File: config.mk
export PLATFORM = sky130hd
export DESIGN_NAME = led_pulse_counter_mc
export DESIGN_NICKNAME = d
export VERILOG_FILES = /design/src/rtl/led_pulse_counter_mc.sv
export SDC_FILE = /design/constraint.sdc
export NUM_CORES = 1
export LEC_CHECK = 0
export CORE_MARGIN = 5
export CORE_UTILIZATION = 32
export DETAILED_ROUTE_END_ITERATION = 6
export PLACE_DENSITY = 0.51
export SYNTH_ARGS = -nofsm -noshare
export SYNTH_HDL_FRONTEND = slang
export SYNTH_SLANG_ARGS = --single-unit
File: constraint.sdc
create_clock -name i_SCLK -period 2.6 [get_ports i_SCLK]
set_input_delay 0.52 -clock i_SCLK [delete_from_list [all_inputs] [get_ports i_SCLK]]
set_output_delay 0.52 -clock i_SCLK [all_outputs]
set_load 0.01 [all_outputs]
File: src/rtl/led_pulse_counter_mc.sv
// led_pulse_counter_mc: multi-channel synchronised, debounced pulse counter with LED readout
module led_pulse_counter_mc #(
  parameter int NCH         = 4,
  parameter int CW          = 8,
  parameter int LED_W       = 4,
  parameter int SYNC_STAGES = 2,
  parameter int DB_CYC      = 1,
  parameter int SELW        = (NCH > 1) ? $clog2(NCH) : 1
) (
  input  logic              i_SCLK,
  input  logic              i_RESET_SYSB,
  input  logic [NCH-1:0]    i_PULSE,
  input  logic              i_MODE_EDGE,
  input  logic              i_SAT,
  input  logic              i_CLR,
  input  logic [SELW-1:0]   i_SEL,
  output logic [LED_W-1:0]  o_LED,
  output logic [NCH*CW-1:0] o_COUNT,
  output logic [NCH-1:0]    o_OVF
);
  localparam int DBW = (DB_CYC > 1) ? $clog2(DB_CYC) : 1;
  logic [NCH-1:0][SYNC_STAGES-1:0] sync_q, sync_d;
  logic [NCH-1:0][DBW-1:0]         dbc_q, dbc_d;
  logic [NCH-1:0]                  acc_q, acc_d, prev_q, prev_d, ovf_q, ovf_d, ev;
  logic [NCH-1:0][CW-1:0]          cnt_q, cnt_d;
  logic [LED_W-1:0]                led_q, led_d;
  // Synchronise each input, then accept a new level only after it persists DB_CYC cycles
  always_comb begin
    sync_d = sync_q;
    dbc_d  = '0;
    acc_d  = acc_q;
    for (int n = 0; n < NCH; n++) begin
      sync_d[n] = {sync_q[n][SYNC_STAGES-2:0], i_PULSE[n]};
      if (sync_q[n][SYNC_STAGES-1] != acc_q[n]) begin
        if (dbc_q[n] == DBW'(DB_CYC - 1)) acc_d[n] = sync_q[n][SYNC_STAGES-1];
        else dbc_d[n] = dbc_q[n] + 1'b1;
      end
    end
  end
  assign prev_d = acc_q;
  assign ev     = i_MODE_EDGE ? (acc_q & ~prev_q) : acc_q;
  // Count events with wrap or saturate at all-ones; clear takes priority over an event
  always_comb begin
    cnt_d = cnt_q;
    ovf_d = ovf_q;
    for (int n = 0; n < NCH; n++) begin
      if (i_CLR) begin
        cnt_d[n] = '0;
        ovf_d[n] = 1'b0;
      end else if (ev[n]) begin
        if (&cnt_q[n]) begin
          cnt_d[n] = i_SAT ? cnt_q[n] : '0;
          ovf_d[n] = 1'b1;
        end else cnt_d[n] = cnt_q[n] + 1'b1;
      end
    end
  end
  assign led_d = ({1'b0, i_SEL} < (SELW+1)'(NCH)) ? cnt_q[i_SEL][LED_W-1:0] : '0;
  // State registers, all cleared by the asynchronous reset
  always_ff @(posedge i_SCLK or negedge i_RESET_SYSB) begin
    if (!i_RESET_SYSB) begin
      sync_q <= '0;
      dbc_q  <= '0;
      acc_q  <= '0;
      prev_q <= '0;
      cnt_q  <= '0;
      ovf_q  <= '0;
      led_q  <= '0;
    end else begin
      sync_q <= sync_d;
      dbc_q  <= dbc_d;
      acc_q  <= acc_d;
      prev_q <= prev_d;
      cnt_q  <= cnt_d;
      ovf_q  <= ovf_d;
      led_q  <= led_d;
    end
  end
  assign o_COUNT = cnt_q;
  assign o_OVF   = ovf_q;
  assign o_LED   = led_q;
endmodule

==> impl_metrics.csv, run 1 <==
group,metric,value,unit
job,cap_viol_max_count,0,
logic_synthesis,synthDistinctLibCells,56,
critical_path,cp-endpoint,"o_COUNT[2]",
die,row_count,33,
final_layout,antenna_cells,0,
critical_path,slowest_delay,600,ps
pwr,p_sw,385,uW
logic_synthesis,ys.flop_type,"dfrtp_1",
sta,whs,330,ps
sta,tightest_slew,710,ps
placed_design,numPortBuffers,50,
final_layout,nets,306,
sta,max_freq,506,MHz
final_layout,drive_gt1_share,11.7,%
final_layout,areaGrowthSynthToFinish,26.7,%
sta,hold_viol,0,
route,firstDrtPassIters,4,
clock_tree,htree_levels,2,
critical_path,critPathKind,"reg2out",
logic_synthesis,synthSimpleGateAreaFrac,16.5,%
critical_path,crit_required,2080,ps
route,drc,0,
critical_path,crit_start,"o_COUNT[2]$_DFFE_PN0P_",
sta,min_period_over_period,76.1,%
logic_synthesis,syn-num-nets,253,
critical_path,cp.arrival,1460,ps
pwr,power_density,478,mW/mm^2
critical_path,worst_r2r_path_depth,5,
route,vias_per_cell,5.23,
logic_synthesis,muxShareOfSynthArea,5.85,%
logic_synthesis,synth-xor-area-share,1.62,%
die,core,0.00822,sq mm
critical_path,critPathLaunchType,"register",
logic_synthesis,syn_inst,238,
clock_tree,clock-sinks,56,
pwr,combPwrFrac,9.7,%
pwr,clkPwrFrac,33.7,%
sta,setup-violations-final,0,
critical_path,path_cells,"clkdlybuf4s50_1",
die,die_w,102,um
route,wl_per_cell,15.9,um
status,status,"finished clean",
logic_synthesis,synth_edf_count,0,
die,io_pins,51,
critical_path,worstPathMaxFanout,7,
logic_synthesis,synth.avg_cell_area,11.3,sq um
global_routing,grt_usage,12.6,%
logic_synthesis,synthAdderAreaFrac,1.86,%
logic_synthesis,synth-compound-area-share,20.3,%
global_routing,grt_pass1_vias,1981,
pwr,leakage,1.43,nW
critical_path,cp.depth,1,
critical_path,cpMaxStageDelayCell,"clkdlybuf4s50_1",
global_routing,grt_max_degree,57,
logic_synthesis,synth-seq-cells,56,
sta,fin_crit,1980,ps
clock_tree,cts-root-buf,"clkbuf_8",
clock_tree,cts_resized,0,
clock_tree,cts_hold_buf,0,
pwr,p_int,1.25,mW
sta,final.setup_skew,12.2,ps
placed_design,gp_congestion,0.757,
sta,report.final.slew_viol_count,0,
pwr,pwr-share-seq,56.5,%
worst_hold_path,hp-class,"in2async",
logic_synthesis,ys_seq_area_share,52.0,%
global_routing,antenna_found_initial,0,
route,dr.first_iter.drc_count,34,
critical_path,r2r-start,"o_COUNT[16]$_DFFE_PN0P_",
global_routing,grt_pass1_wl,10.2,mm
die,die_y,102,um
logic_synthesis,ys.warnings.count,0,
pwr,vdd.ir_drop.worst,0.000303,V
global_routing,overflow,0,
critical_path,critPathCaptureType,"output port",
clock_tree,max-clock-path-buffers,2,
clock_tree,clk_pin_slew_worst_paths,100,ps
clock_tree,cts_tree,"done",
critical_path,cpLargestDelayFamily,"buffers and inverters",
placed_design,hpwl,4.50,mm
critical_path,r2r-end,"o_COUNT[21]$_DFFE_PN0P_",
logic_synthesis,synth_top_family_by_area,"compound AO/OA/AOI/OAI gates",
die,start_util,32.8,%
route,drt-total-wl,6.30,mm
clock_tree,cts-buffers-inserted,5,
sta,relSlewSlack,52.7,%
logic_synthesis,syn_area,0.00270,sq mm
critical_path,r2r_slack,790,ps
clock_tree,insertion_delay,310,ps
final_layout,multi_input_area,0.00124,sq mm
die,die-area,0.0104,sq mm
route,ant_nets,0,
route,vias,2066,
sta,fin_setup_tns,0,ps
pwr,swShare,23.6,%
clock_tree,postCtsSetupRepairBufs,0,
final_layout,fillCellCount,795,
sta,rsz0062_at_grt,"no",
final_layout,seqCellArea,0.00140,sq mm
logic_synthesis,synth_async_sr_flop_share,100,%
critical_path,crit_buf_inv,1,
-- area by class of cell --
type | count | area share [%]
inverter | 4 | 0.440
tap | 105 | 3.85
multi-input combinational | 170 | 36.4
clock inverter | 1 | 0.879
sequential | 56 | 41.0
timing repair buffer | 54 | 15.4
clock buffer | 5 | 2.01
-- worst min-delay path by stage --
stage / from / end / depth (start not counted)
finish: i_RESET_SYSB / o_COUNT[13]$_DFFE_PN0P_ / 2
detailed placement: sync_d[7]$_DFF_PN0_ / sync_q[7]$_DFF_PN0_ / 0
CTS: i_RESET_SYSB / o_COUNT[13]$_DFFE_PN0P_ / 2
global route: sync_d[1]$_DFF_PN0_ / sync_q[1]$_DFF_PN0_ / 0
floorplan: i_RESET_SYSB / acc_q[0]$_DFFE_PN0P_ / 0
global placement: sync_q[1]$_DFF_PN0_ / acc_q[0]$_DFFE_PN0P_ / 0
-- layer usage --
metal  routed length (um)  global-route usage, %  share of wire [%]  up-vias
li1                     -                      -                  -      998
met1                 2890                   17.0                 46     1022
met3                  313                   2.75                5.0        5
met5                    0                      0                  0        -
met4                   52                   3.37               0.83        0
met2                 3040                   20.6                 48       41
-- cells in the mapped netlist, drive strengths merged (2+ instances only) --
master / number / share of area, %
a2111oi: 3 / 1.7
a211o: 2 / 0.65
a21bo: 3 / 1.1
a21boi: 3 / 1.4
a21o: 4 / 1.1
a21oi: 12 / 2.4
a221o: 3 / 1.1
a31oi: 7 / 2.7
and3: 10 / 2.3
and4: 3 / 1.2
buf: 4 / 0.74
clkbuf: 4 / 0.56
dfrtp: 56 / 52
ha: 4 / 1.9
inv: 4 / 0.56
mux2: 3 / 1.3
mux2i: 3 / 1.1
mux4: 4 / 3.5
nand2: 19 / 2.6
nand2b: 2 / 0.46
nand3: 12 / 2.2
nand4: 7 / 1.9
nor2: 22 / 3.1
nor3: 3 / 0.56
nor3b: 3 / 0.84
o211a: 2 / 0.74
o211ai: 2 / 0.74
o21ai: 11 / 2.0
or3: 5 / 1.2
xnor2: 4 / 1.3
-- layout by cell type, fill, tap and decap left out, types with 4 or more instances in the layout --
cell             synthesis  final
a21o_1                   4      4
a21oi_1                 11     11
a31oi_1                  5      5
and3_1                  10     10
buf_4                    1      4
clkbuf_8                 0      5
clkdlybuf4s50_1          0     49
dfrtp_1                 56     56
ha_1                     4      4
inv_1                    4      4
nand2_1                 19     19
nand3_1                 12     12
nand4_1                  6      6
nor2_1                  22     22
o21ai_0                 10     10
or3_1                    5      5
xnor2_1                  4      4
-- per-stage QoR --
stage	cell area (sq um)	cells	utilization, %	setup slack [ps]	total power, mW
final	3420	395	41.6	623	1.63
after global routing	3420	395	41.6	562	1.71
after floorplan	2700	238	-	968	1.01
after detailed placement	3320	389	40.4	332	1.10
after global placement	3320	389	40.4	380	1.10
after CTS	3420	395	41.6	614	1.66
-- power groups by stage --
| stage | registers [mW] | logic, mW | clock network [mW] |
|---|---|---|---|
| 3_5_place_dp | 0.942 | 0.162 | 0 |
| 5_1_grt | 0.928 | 0.175 | 0.604 |
| 3_3_place_gp | 0.941 | 0.161 | 0 |
| 4_1_cts | 0.924 | 0.163 | 0.571 |
| 2_1_floorplan | 0.939 | 0.0720 | 0 |
| 6_report | 0.924 | 0.159 | 0.551 |
-- cells by family (layout without fill, tap and decap cells) --
| family | Yosys count | count (layout) |
|---|---|---|
| AND/OR/NAND/NOR | 87 | 87 |
| adder cells (fa/ha/maj) | 4 | 4 |
| flip-flops | 56 | 56 |
| multiplexers | 10 | 10 |
| AO/OA/AOI/OAI | 64 | 64 |
| XOR/XNOR | 5 | 5 |
| buffers and inverters | 12 | 64 |
-- state kept, by name (all words and copies together), names as in the netlist --
name,count
acc_q,4
o_COUNT,32
o_LED,4
o_OVF,4
prev_q,4
sync_d,4
sync_q,4
Power figures use the tool's default switching activity.
==> run 2, diff against run 1 <==
- PLACE_DENSITY: 0.51 -> 0.52
- clock period: 2.6 -> 1.6 ns (I/O delays scaled with it)
==> impl_metrics.csv, run 2 (synthesis results as in run 1) <==
group,metric,value,unit
status,status,"finished clean",
placed_design,gp_congestion,0.804,
critical_path,critPathCaptureType,"output port",
critical_path,cpLargestDelayFamily,"buffers and inverters",
clock_tree,cts-buffers-inserted,5,
sta,fin_crit,1540,ps
global_routing,grt_usage,14.3,%
die,io_pins,51,
critical_path,worstPathMaxFanout,2,
critical_path,crit_buf_inv,1,
final_layout,fin_util,47.3,%
die,core,0.00822,sq mm
sta,setup-violations-final,0,
route,firstDrtPassIters,4,
route,vias,2320,
route,dr.first_iter.drc_count,53,
route,drt-total-wl,7.08,mm
worst_hold_path,hp-class,"reg2reg",
die,die_w,102,um
job,cap_viol_max_count,0,
die,die_y,102,um
global_routing,overflow,0,
pwr,power_density,677,mW/mm^2
global_routing,grt_max_degree,57,
placed_design,numPortBuffers,50,
critical_path,critPathKind,"reg2out",
critical_path,slowest_delay,540,ps
placed_design,post-place-ws,-299,ps
sta,final_critical_path_setup_slack,55.4,ps
critical_path,path_cells,"clkdlybuf4s50_1",
clock_tree,clock-sinks,56,
clock_tree,htree_levels,2,
critical_path,cpMaxStageDelayCell,"clkdlybuf4s50_1",
route,vias_per_cell,5.18,
clock_tree,insertion_delay,310,ps
critical_path,crit_required,1280,ps
final_layout,drive_gt1_share,30.0,%
sta,tightest_slew,359,ps
final_layout,largest_reg_flops,32,
pwr,vdd.ir_drop.worst,0.000514,V
route,drc,0,
final_layout,nets,357,
final_layout,final_common_cell,"buf_4",
die,row_count,33,
final_layout,areaGrowthSynthToFinish,44.1,%
global_routing,grt_pass1_wl,11.7,mm
clock_tree,cts_tree,"done",
pwr,leakage,1.83,nW
die,die-area,0.0104,sq mm
sta,max_freq,647,MHz
placed_design,hpwl,4.90,mm
route,wl_per_cell,15.8,um
route,ant_nets,0,
global_routing,grt_pass1_vias,2253,
die,start_util,32.8,%
global_routing,antenna_found_initial,0,
final_layout,antenna_cells,0,
sta,min_period_over_period,96.5,%
sta,final.setup_skew,11.8,ps
clock_tree,cts-root-buf,"clkbuf_8",
clock_tree,clk_pin_slew_worst_paths,100,ps
final_layout,layout.cells.most_common_list,"buf_4, dfrtp_1, clkdlybuf4s50_1",
sta,hold_viol,0,
sta,fin_setup_tns,0,ps
critical_path,cp.arrival,1220,ps
clock_tree,max-clock-path-buffers,2,
sta,whs,360,ps
sta,report.final.slew_viol_count,0,
sta,relSlewSlack,76.1,%
critical_path,critPathLaunchType,"register",
-- run 2: cell types whose count changed in the layout (fill, tap and decap cells not counted), sizes merged, moves of 2 or more --
cell,before,now
clkdlybuf4s50,49,29
buf,5,55
clkinv,0,2
dlygate4sd2,0,15
dlymetal6s2s,0,5
-- run 2: per-stage QoR --
step | instances | instance area [sq um] | power [mW]
after floorplan | 238 | 2700 | 1.64
after global placement | 420 | 3570 | 1.85
after global routing | 448 | 3880 | 2.75
after detailed placement | 420 | 3570 | 1.86
after CTS | 448 | 3810 | 2.66
final | 448 | 3880 | 2.63
-- run 2: routing by layer --
metal	track usage (%)	wire, um	vias up
li1	-	-	1105
met4	2.97	58	0
met3	2.75	389	6
met1	21.0	3430	1141
met2	21.9	3210	68
met5	0	0	-
-- run 2: repair_timing --
action	CTS	global route
buffers inserted	19	0
hold buffers	1	0
pin swaps	1	3
hold endpoints to repair	2	0
gates resized for setup	26	14
endpoints found under the setup margin	33	14
-- run 2: worst paths after layout --
check	startpoint	end	slack, ps	depth (start not counted)
setup / recovery	o_COUNT[28]$_DFFE_PN0P_	o_COUNT[28]	60	1
hold / removal	sync_d[1]$_DFF_PN0_	sync_q[1]$_DFF_PN0_	360	0
setup reg to reg	o_COUNT[21]$_DFFE_PN0P_	o_COUNT[21]$_DFFE_PN0P_	70	5
hold reg to reg	sync_d[1]$_DFF_PN0_	sync_q[1]$_DFF_PN0_	360	0
max in group asynchronous	i_RESET_SYSB	o_COUNT[5]$_DFFE_PN0P_	800	3
min in group asynchronous	i_RESET_SYSB	o_COUNT[22]$_DFFE_PN0P_	510	3
-- run 2: where the power goes --
| group | switching (mW) | internal (mW) | total (mW) | leakage, nW |
|---|---|---|---|---|
| Combinational | 0.182 | 0.169 | 0.351 | 1.06 |
| Clock | 0.484 | 0.315 | 0.800 | 0.0485 |
| Sequential | 0.0218 | 1.46 | 1.48 | 0.722 |
-- run 2: layout make-up --
class                   instances  area, sq um
clock buffers                   5         68.8
clock inverters                 3         22.5
fillers                       798         4330
inverters                       4         15.0
multi-input cells             170         1310
flip-flops and latches         56         1410
well taps                     105          131
repair buffers                105          917
